[src/rtl/adder_pkg.sv]
// adder_pkg -- definitions shared by the serial subtractor files.
//   WIDTH_DEFAULT : default operand/result width in bits
//   state_t       : control FSM states (IDLE, RUN, DONE)
package adder_pkg;

  localparam int WIDTH_DEFAULT = 32'sd8;

  typedef enum logic [1:0] {
    IDLE = 2'b00,
    RUN  = 2'b01,
    DONE = 2'b10
  } state_t;

endpackage : adder_pkg

[src/rtl/serial_subtractor_if.sv]
// serial_subtractor_if -- request/result bundle of the serial subtractor.
//   start, a, b                     : request (master -> slave)
//   busy, done, diff, borrow_out    : status/result (slave -> master)
//   ovf                             : signed overflow, only when
//                                     SERIAL_SUB_OVERFLOW_EN is defined
// Modports: master (requester / bench), slave (serial_subtractor).
interface serial_subtractor_if
  import adder_pkg::*;
#(
  parameter int WIDTH = WIDTH_DEFAULT
) ();

  logic             start;
  logic [WIDTH-1:0] a;
  logic [WIDTH-1:0] b;
  logic             busy;
  logic             done;
  logic [WIDTH-1:0] diff;
  logic             borrow_out;
`ifdef SERIAL_SUB_OVERFLOW_EN
  logic             ovf;

  modport master (output start, a, b, input busy, done, diff, borrow_out, ovf);
  modport slave  (input start, a, b, output busy, done, diff, borrow_out, ovf);
`else
  modport master (output start, a, b, input busy, done, diff, borrow_out);
  modport slave  (input start, a, b, output busy, done, diff, borrow_out);
`endif

endinterface : serial_subtractor_if

[src/rtl/full_subtractor.sv]
// full_subtractor -- one-bit subtractor cell computing a - b - bin.
//   a, b, bin : minuend bit, subtrahend bit, borrow in
//   d, bout   : difference bit, borrow out
module full_subtractor (
  input  logic a,
  input  logic b,
  input  logic bin,
  output logic d,
  output logic bout
);

  assign d    = a ^ b ^ bin;
  assign bout = (~a & b) | (~(a ^ b) & bin);

endmodule : full_subtractor

[src/rtl/serial_subtractor.sv]
// serial_subtractor -- bit-serial unsigned subtractor, one bit per clock,
// LSB first. A request takes WIDTH RUN cycles followed by one DONE cycle.
// Ports:
//   clk  : rising-edge clock
//   rst  : synchronous active-high reset
//   bus  : serial_subtractor_if.slave (start/a/b in; busy/done/diff/borrow_out out)
// Optional feature: define SERIAL_SUB_OVERFLOW_EN to add the signed
// overflow flag bus.ovf, updated and held together with diff.
module serial_subtractor
  import adder_pkg::*;
#(
  parameter int WIDTH = WIDTH_DEFAULT
) (
  input  logic                 clk,
  input  logic                 rst,
  serial_subtractor_if.slave   bus
);

  localparam int CW = $clog2(WIDTH);
  localparam logic [CW-1:0] CNT_LAST = CW'(WIDTH - 1);

  state_t           state_q, state_d;
  logic [WIDTH-1:0] a_q, a_d;
  logic [WIDTH-1:0] b_q, b_d;
  logic             bin_q, bin_d;
  logic [CW-1:0]    cnt_q, cnt_d;
  logic [WIDTH-1:0] diff_q, diff_d;
  logic             borrow_q, borrow_d;
  logic             busy_q, busy_d;
  logic             done_q, done_d;
  logic             fs_d;
  logic             fs_bout;
`ifdef SERIAL_SUB_OVERFLOW_EN
  logic             ovf_q, ovf_d;
`endif

  full_subtractor u_fs (
    .a    (a_q[0]),
    .b    (b_q[0]),
    .bin  (bin_q),
    .d    (fs_d),
    .bout (fs_bout)
  );

  // Next-state, datapath shifting and registered-output computation.
  always_comb begin
    state_d  = state_q;
    a_d      = a_q;
    b_d      = b_q;
    bin_d    = bin_q;
    cnt_d    = cnt_q;
    diff_d   = diff_q;
    borrow_d = borrow_q;
    busy_d   = 1'b0;
    done_d   = 1'b0;
`ifdef SERIAL_SUB_OVERFLOW_EN
    ovf_d    = ovf_q;
`endif
    case (state_q)
      IDLE: begin
        if (bus.start) begin
          a_d     = bus.a;
          b_d     = bus.b;
          bin_d   = 1'b0;
          cnt_d   = '0;
          state_d = RUN;
          busy_d  = 1'b1;
        end else begin
          state_d = IDLE;
        end
      end
      RUN: begin
        // The minuend register doubles as the difference register: each
        // consumed minuend bit leaves at the LSB while the new difference
        // bit enters at the MSB, so after WIDTH shifts it holds the result.
        a_d   = {fs_d, a_q[WIDTH-1:1]};
        b_d   = {1'b0, b_q[WIDTH-1:1]};
        bin_d = fs_bout;
        if (cnt_q == CNT_LAST) begin
          state_d  = DONE;
          done_d   = 1'b1;
          diff_d   = {fs_d, a_q[WIDTH-1:1]};
          borrow_d = fs_bout;
`ifdef SERIAL_SUB_OVERFLOW_EN
          // On the last bit a_q[0]/b_q[0] are the original operand MSBs
          // and fs_d is the result MSB.
          ovf_d    = (a_q[0] ^ b_q[0]) & (fs_d ^ a_q[0]);
`endif
        end else begin
          cnt_d  = cnt_q + CW'(1);
          busy_d = 1'b1;
        end
      end
      DONE: begin
        state_d = IDLE;
      end
      default: begin
        state_d = IDLE;
      end
    endcase
  end

  // State and datapath registers with synchronous reset.
  always_ff @(posedge clk) begin
    if (rst) begin
      state_q  <= IDLE;
      a_q      <= '0;
      b_q      <= '0;
      bin_q    <= 1'b0;
      cnt_q    <= '0;
      diff_q   <= '0;
      borrow_q <= 1'b0;
      busy_q   <= 1'b0;
      done_q   <= 1'b0;
`ifdef SERIAL_SUB_OVERFLOW_EN
      ovf_q    <= 1'b0;
`endif
    end else begin
      state_q  <= state_d;
      a_q      <= a_d;
      b_q      <= b_d;
      bin_q    <= bin_d;
      cnt_q    <= cnt_d;
      diff_q   <= diff_d;
      borrow_q <= borrow_d;
      busy_q   <= busy_d;
      done_q   <= done_d;
`ifdef SERIAL_SUB_OVERFLOW_EN
      ovf_q    <= ovf_d;
`endif
    end
  end

  assign bus.busy       = busy_q;
  assign bus.done       = done_q;
  assign bus.diff       = diff_q;
  assign bus.borrow_out = borrow_q;
`ifdef SERIAL_SUB_OVERFLOW_EN
  assign bus.ovf        = ovf_q;
`endif

endmodule : serial_subtractor

[src/flat_wrapper.sv]
// flat-port wrapper written by rule: the top's interface ports become plain ports
module serial_subtractor_flat import adder_pkg::*;
#(
  parameter int WIDTH = WIDTH_DEFAULT
)
  (clk, rst, bus_start, bus_a, bus_b, bus_busy, bus_done, bus_diff, bus_borrow_out);
  serial_subtractor_if #(.WIDTH(WIDTH)) bus_i ();
  input  logic clk;
  input  logic rst;
  input wire logic [$bits(bus_i.start)-1:0] bus_start;
  input wire logic [$bits(bus_i.a)-1:0] bus_a;
  input wire logic [$bits(bus_i.b)-1:0] bus_b;
  output wire logic [$bits(bus_i.busy)-1:0] bus_busy;
  output wire logic [$bits(bus_i.done)-1:0] bus_done;
  output wire logic [$bits(bus_i.diff)-1:0] bus_diff;
  output wire logic [$bits(bus_i.borrow_out)-1:0] bus_borrow_out;
  assign bus_i.start = bus_start;
  assign bus_i.a = bus_a;
  assign bus_i.b = bus_b;
  assign bus_busy = bus_i.busy;
  assign bus_done = bus_i.done;
  assign bus_diff = bus_i.diff;
  assign bus_borrow_out = bus_i.borrow_out;
  serial_subtractor #(.WIDTH(WIDTH)) u_core (.clk(clk), .rst(rst), .bus(bus_i));
endmodule
[config.mk]
export PLATFORM = sky130hd
export DESIGN_NAME = serial_subtractor_flat
export DESIGN_NICKNAME = d
export VERILOG_FILES = /design/src/rtl/adder_pkg.sv /design/src/rtl/serial_subtractor_if.sv /design/src/rtl/full_subtractor.sv /design/src/rtl/serial_subtractor.sv /design/src/flat_wrapper.sv
export SDC_FILE = /design/constraint.sdc
export NUM_CORES = 1
export LEC_CHECK = 0
export BUFFER_PORTS_ARGS = -buffer_cell sky130_fd_sc_hd__buf_4
export CAP_MARGIN = 20
export CORE_MARGIN = 1.5
export CORE_UTILIZATION = 31
export CTS_BUF_LIST = sky130_fd_sc_hd__clkbuf_8
export CTS_CLUSTER_DIAMETER = 60
export DETAILED_ROUTE_END_ITERATION = 10
export REMOVE_ABC_BUFFERS = 1
export SYNTH_ARGS = -nofsm -noshare
export SYNTH_HDL_FRONTEND = slang
export SYNTH_SLANG_ARGS = --single-unit
[constraint.sdc]
create_clock -name clk -period 1.6 [get_ports clk]
set_clock_uncertainty 0.15 [all_clocks]
set_input_delay 0.08 -clock clk [delete_from_list [all_inputs] [get_ports clk]]
set_output_delay 0.08 -clock clk [all_outputs]
set_load 0.02 [all_outputs]
==> results of run 1 <==
## final cells by class
cell class                 count  area [sq um]
fill                         420          2360
timing repair buffer          55           477
multi-input combinational     93           662
inverter                       2          7.51
clock inverter                 3          17.5
tap                           52          65.1
clock buffer                   5          68.8
sequential                    33           663
## cell families after synthesis
group / after synthesis / share of synthesized area
flip-flops: 33 / 0.479
AO/OA/AOI/OAI: 25 / 0.129
AND/OR/NAND/NOR: 42 / 0.133
adder cells (fa/ha/maj): 3 / 0.0326
buffers and inverters: 14 / 0.0598
multiplexers: 23 / 0.167
## power groups by stage
stage	clock network, W	registers [W]	logic (W)
after floorplan	0	0.000906	0.000101
after global placement	0	0.000907	0.000194
after detailed placement	0	0.000909	0.000199
after CTS	0.000645	0.000890	0.000226
after global routing	0.000674	0.000897	0.000247
final	0.000621	0.000892	0.000225
## timing repair
item,4_1_cts,5_1_grt
endpoints found under the setup margin,1,10
cloned,0,0
gates resized for setup,1,6
hold buffers,14,0
pin swaps,0,0
endpoints found under the hold margin,14,0
## metrics by stage
step | instance area, sq um | setup slack, ns | std cells | utilization
after floorplan | 1310 | -0.276 | 128 | -
after global placement | 1700 | 0.0756 | 221 | 0.394
after detailed placement | 1700 | 0.0104 | 221 | 0.394
after CTS | 1930 | 0.00161 | 243 | 0.447
after global routing | 1960 | 0.0112 | 243 | 0.453
final | 1960 | 0.0790 | 243 | 0.453
## per-layer routing
layer,up-vias,global-route usage,part of all wire
met5,-,0,0
met4,0,0.0577,0.015
met3,4,0.0407,0.040
met2,19,0.192,0.46
met1,527,0.149,0.49
li1,591,-,-
## sequential cells by signal, indices dropped and copies added, names as in the netlist
name                   cells
u_core.state_q             2
u_core.a_q                 8
u_core.bus.borrow_out      1
u_core.cnt_q               3
u_core.b_q                 8
u_core.bus.diff            8
u_core.bus.busy            1
u_core.bus.done            1
u_core.bin_q               1
## worst max-delay path, stage by stage, from the launching register on
cell	delay [ns]
sky130_fd_sc_hd__dfxtp_2	0.34
sky130_fd_sc_hd__ha_4	0.16
sky130_fd_sc_hd__ha_4	0.15
sky130_fd_sc_hd__nand3b_1	0.20
sky130_fd_sc_hd__buf_12	0.17
sky130_fd_sc_hd__mux2i_1	0.19
sky130_fd_sc_hd__nor2_1	0.05
## layout by cell type, fill, tap and decap left out
cell,n
sky130_fd_sc_hd__nor2_1,27
sky130_fd_sc_hd__nand3b_1,1
sky130_fd_sc_hd__o21bai_1,1
sky130_fd_sc_hd__dlygate4sd3_1,14
sky130_fd_sc_hd__or3b_1,1
sky130_fd_sc_hd__nand3_1,4
sky130_fd_sc_hd__fa_1,1
sky130_fd_sc_hd__dfxtp_1,31
sky130_fd_sc_hd__dfxtp_2,2
sky130_fd_sc_hd__nand2b_1,2
sky130_fd_sc_hd__a21oi_1,3
sky130_fd_sc_hd__buf_4,38
sky130_fd_sc_hd__buf_6,1
sky130_fd_sc_hd__clkinvlp_4,1
sky130_fd_sc_hd__a211oi_1,17
sky130_fd_sc_hd__ha_4,2
sky130_fd_sc_hd__mux2i_1,23
sky130_fd_sc_hd__a2bb2oi_1,1
sky130_fd_sc_hd__nand2_1,5
sky130_fd_sc_hd__or2_2,1
sky130_fd_sc_hd__a31oi_1,3
sky130_fd_sc_hd__buf_12,2
sky130_fd_sc_hd__nor4b_1,1
sky130_fd_sc_hd__clkinv_2,2
sky130_fd_sc_hd__clkbuf_8,5
sky130_fd_sc_hd__inv_1,2
## how the worst max path moves through the flow
stage                               start                     to  slack (ns)  cells after the start
after floorplan           u_core.cnt_q[0]  u_core.bus.borrow_out       -0.28                      5
after global placement    u_core.cnt_q[0]     u_core.bus.diff[1]        0.08                      6
after detailed placement  u_core.cnt_q[0]     u_core.bus.diff[1]        0.01                      6
after CTS                 u_core.cnt_q[0]     u_core.bus.diff[2]       0.002                      6
after global routing      u_core.cnt_q[0]        u_core.cnt_q[0]        0.01                      6
final                     u_core.cnt_q[1]     u_core.bus.diff[2]        0.08                      6
==> flow_summary.ini, run 1 <==
[outcome]
status = completed

[detailed_routing]
total_wirelength_um = 2830
drtPass1Iterations = 2
via_per_inst = 4.70
drt-wirelength-per-cell_um = 11.7
post-route-drc-count = 0
vias_after_detailed_routing = 1141
antenna_left = 0
detailedRoute.firstIterationViolations = 48

[hold_path]
worstHoldEndpoint = u_core.bus.done
timing.hold.worst.start = rst
hold_path_depth = 2
min-delay-path-class = input port to flop

[global_routing]
total_routing_usage_gr = 0.122
grt_pass1_vias = 1118
grt_max_degree = 34
antenna_found_initial = 0
grt_remaining_overflow = 0
grt_pass1_wl_um = 4770

[setup_path]
reg2reg_from = u_core.cnt_q[1]
critical_path.max_fanout = 7
r2r_setup_slack_ns = 0.08
worst_ep_arrival_time_ns = 1.54
setup.worst_path.class = flop to flop
cp-start-kind = flop
required_time_at_the_endpoint_of_the_critical_path_ns = 1.62
critical_path.endpoint_type = flop
reg2reg_to = u_core.bus.diff[2]
r2r.worst_path.cells = 6

[timing]
worst_slew_margin_rel = 0.772
finalCriticalPeriod_ns = 1.52
hold_viol_final = 0
f_max_mhz = 657
final.period_utilization = 0.951
setup_tns_ns = 0
final.hold.worst_slack_ns = 0.0189
grt_setup_unrepaired = no
fin_max_slew_vios = 0
worst_pin_slew_ns = 0.342
setup-violations-final = 0

[die]
die_height_um = 69.7
placement_rows = 24
floorplan_die_area_sq_um = 4860
initial_utilization = 0.319
die-width_um = 69.7
core_region_area_sq_um = 4320
design.portCount = 30

[pwr]
cellPowerDensity_nw_per_um2 = 887
design_power_total_w = 0.00174
seq_power_share = 0.513
total_leakage_power_nw = 0.892
pwr-share-comb = 0.129
power.share.switching = 0.258
clock_power_share = 0.357
power_switching_w = 0.000448
vdd_drop_max_mv = 0.408
power.internal_w = 0.00129

[clock_tree]
clock_tree.htree_level_count = 2
cts-buffers-inserted = 5
worst_skew_pair.late_latency_ns = 0.29
cts_post_setup_buffers_inserted = 0
tritoncts_clock_tree = done
cts_buffer_depth = 2
clk_pin_slew_worst_paths_ns = 0.07
cts_sinks = 33
root_buffer = sky130_fd_sc_hd__clkbuf_8

[synth]
yosys_most_used_dff = sky130_fd_sc_hd__dfxtp_1
synth.top_cells.by_count = sky130_fd_sc_hd__dfxtp_1, sky130_fd_sc_hd__nor2_1, sky130_fd_sc_hd__mux2i_1, sky130_fd_sc_hd__a211oi_1
post_synth_main_area_contributors = sky130_fd_sc_hd__dfxtp_1, sky130_fd_sc_hd__mux2i_1, sky130_fd_sc_hd__a211oi_1
netlist-cell-type-count = 23
synthesis.area_per_instance_sq_um = 9.86
async_flop_share = 0
synth_edf_count = 0
yosysTopAreaCell = sky130_fd_sc_hd__dfxtp_1
synth-seq-cells = 33
synthesis.yosys.warnings = 0
synth.cell_area_sq_um = 1380
syn_inst = 140
synth.most_common_cell = sky130_fd_sc_hd__dfxtp_1
yosysSeqAreaShare = 0.479
synth_largest_type_area_fraction = 0.479

[run]
maxCapViolCount = 0

[final_layout]
nets_final = 212
flow.area_growth_from_synthesis_pct = 42.1
final_layout_size_suffix_gt1_frac = 0.283
antenna_cells = 0

[placement]
place.detailed.hpwl_um = 1940
gp_congestion = 0.677
placement.io_buffers = 29
Power figures use the tool's default switching activity.
==> run 2: changes to the inputs <==
==> constraint.sdc (replaced) <==
create_clock -name clk -period 1.6 [get_ports clk]
set_clock_uncertainty 0.15 [all_clocks]
set_input_delay 0.16 -clock clk [delete_from_list [all_inputs] [get_ports clk]]
set_output_delay 0.16 -clock clk [all_outputs]
set_load 0.02 [all_outputs]
==> run 2 against run 1 <==
Register-to-register slack about the same; die area unchanged; utilization down 3.2 points; combinational power down 12%; via count down 5.3%; cell count down 5.8%; worst setup slack better by 0.00080 ns; first-iteration DRC count down 19%; largest power group unchanged.
==> flow_summary.ini, run 2 (synthesized netlist as in run 1, its figures left out) <==
[final_layout]
n_fill_cell = 427
antenna_cells = 0
nets_final = 198
finalNonFillerCells = 229
flow.area_growth_from_synthesis_pct = 31.9
final_layout_size_suffix_gt1_frac = 0.305
most-common-layout-cells = sky130_fd_sc_hd__buf_4, sky130_fd_sc_hd__dfxtp_1, sky130_fd_sc_hd__nor2_1, sky130_fd_sc_hd__mux2i_1, sky130_fd_sc_hd__a211oi_1
finish.utilization = 0.421
layout.cells.most_common = sky130_fd_sc_hd__buf_4

[timing]
fin_max_slew_vios = 0
final.period_utilization = 0.950
final.hold.worst_slack_ns = 0.0671
setup-violations-final = 0
worst_pin_slew_ns = 0.338
setup_tns_ns = 0
f_max_mhz = 658
finalCriticalPeriod_ns = 1.52
hold_viol_final = 0
worst_slew_margin_rel = 0.774
grt_setup_unrepaired = no

[global_routing]
grt_max_degree = 34
total_routing_usage_gr = 0.117
global_route.peak_usage_layer = met2
antenna_found_initial = 0
grt_pass1_wl_um = 4530
grt_remaining_overflow = 0
groute.layer.met1.usage = 0.146
grt_util_met2 = 0.178
grt_pass1_vias = 1041
groute.layer.met3.usage = 0.0407

[die]
placement_rows = 24
design.portCount = 30
core_region_area_sq_um = 4320
floorplan_die_area_sq_um = 4860
die_height_um = 69.7
die-width_um = 69.7
initial_utilization = 0.319

[setup_path]
cp-start-kind = flop
timing.critical_path.buf_inv = 1
reg2reg_from = u_core.cnt_q[1]
critical-path-slowest-cell = sky130_fd_sc_hd__dfxtp_2
worst_ep_arrival_time_ns = 1.54
critical_path.max_fanout = 7
required_time_at_the_endpoint_of_the_critical_path_ns = 1.62
timing.critical_path.mode_cell = sky130_fd_sc_hd__ha_4
setup.worst_path.class = flop to flop
critical_path.endpoint_type = flop
critPathMaxStageDelay_ns = 0.34
timing.critical_path.from = u_core.cnt_q[1]
cell_breakdown_of_the_critical_path = ha_4 -> ha_4 -> nand3b_1 -> buf_12 -> mux2i_1 -> nor2_1
timing.critical_path.max_delay_family = flip-flops

[outcome]
status = completed

[pwr]
cellPowerDensity_nw_per_um2 = 940
total_leakage_power_nw = 0.833
vdd_drop_max_mv = 0.388
design_power_total_w = 0.00171

[run]
maxCapViolCount = 0

[placement]
placement.io_buffers = 29
place.detailed.hpwl_um = 1940
gp_congestion = 0.677
placed_cells = 221

[detailed_routing]
via_per_inst = 4.72
total_wirelength_um = 2790
drtPass1Iterations = 4
post-route-drc-count = 0
detailedRoute.firstIterationViolations = 39
drt-wirelength-per-cell_um = 12.2
antenna_left = 0
vias_after_detailed_routing = 1081

[clock_tree]
tritoncts_clock_tree = done
clock_tree.htree_level_count = 2
clk_pin_slew_worst_paths_ns = 0.08
cts-buffers-inserted = 5
cts_sinks = 33
root_buffer = sky130_fd_sc_hd__clkbuf_8
cts_buffer_depth = 2
worst_skew_pair.late_latency_ns = 0.29

[hold_path]
min-delay-path-class = input port to flop
timing.hold.worst.start = bus_a[4]
## run 2: per-layer routing
metal	part of all wire	vias to the layer above
met4	0.015	0
met1	0.49	498
li1	-	560
met5	0	-
met2	0.45	19
met3	0.047	4
## run 2: cell type report
cell class / count / area, sq um / area share
flip-flops and latches: 33 / 663 / 0.364
repair buffers: 41 / 337 / 0.185
inverters: 2 / 7.51 / 0.00412
clock inverters: 3 / 17.5 / 0.00962
well taps: 52 / 65.1 / 0.0357
clock buffers: 5 / 68.8 / 0.0378
multi-input cells: 93 / 662 / 0.364
## run 2: worst paths after layout
kind,slack [ns],cells after the start,endpoint
setup reg to reg,0.08,6,u_core.bus.diff[2]
setup / recovery,0.08,6,u_core.bus.diff[2]
hold reg to reg,0.31,2,u_core.b_q[7]
hold / removal,0.07,3,u_core.a_q[4]
## run 2: what timing repair did
| action | CTS | global route |
|---|---|---|
| buffers inserted | 0 | 0 |
| hold buffers | 0 | 0 |
| endpoints found under the setup margin | 1 | 10 |
| resized for setup | 1 | 6 |
## run 2: power breakdown
part           total (W)  switching, W  internal (W)
sequential      0.000893     0.0000289      0.000864
clock           0.000621      0.000321      0.000300
combinational   0.000198     0.0000930      0.000105
## run 2: per-stage QoR
stage / setup slack [ns] / area [sq um]
6_report: 0.0798 / 1820
5_1_grt: 0.0112 / 1820
4_1_cts: 0.00161 / 1790
3_5_place_dp: 0.0104 / 1700
3_3_place_gp: 0.0756 / 1700
2_1_floorplan: -0.276 / 1310
## run 2: worst min-delay path, stage by stage
cell                       delay, ns
sky130_fd_sc_hd__buf_4          0.11
sky130_fd_sc_hd__mux2i_1        0.11
sky130_fd_sc_hd__a211oi_1       0.08
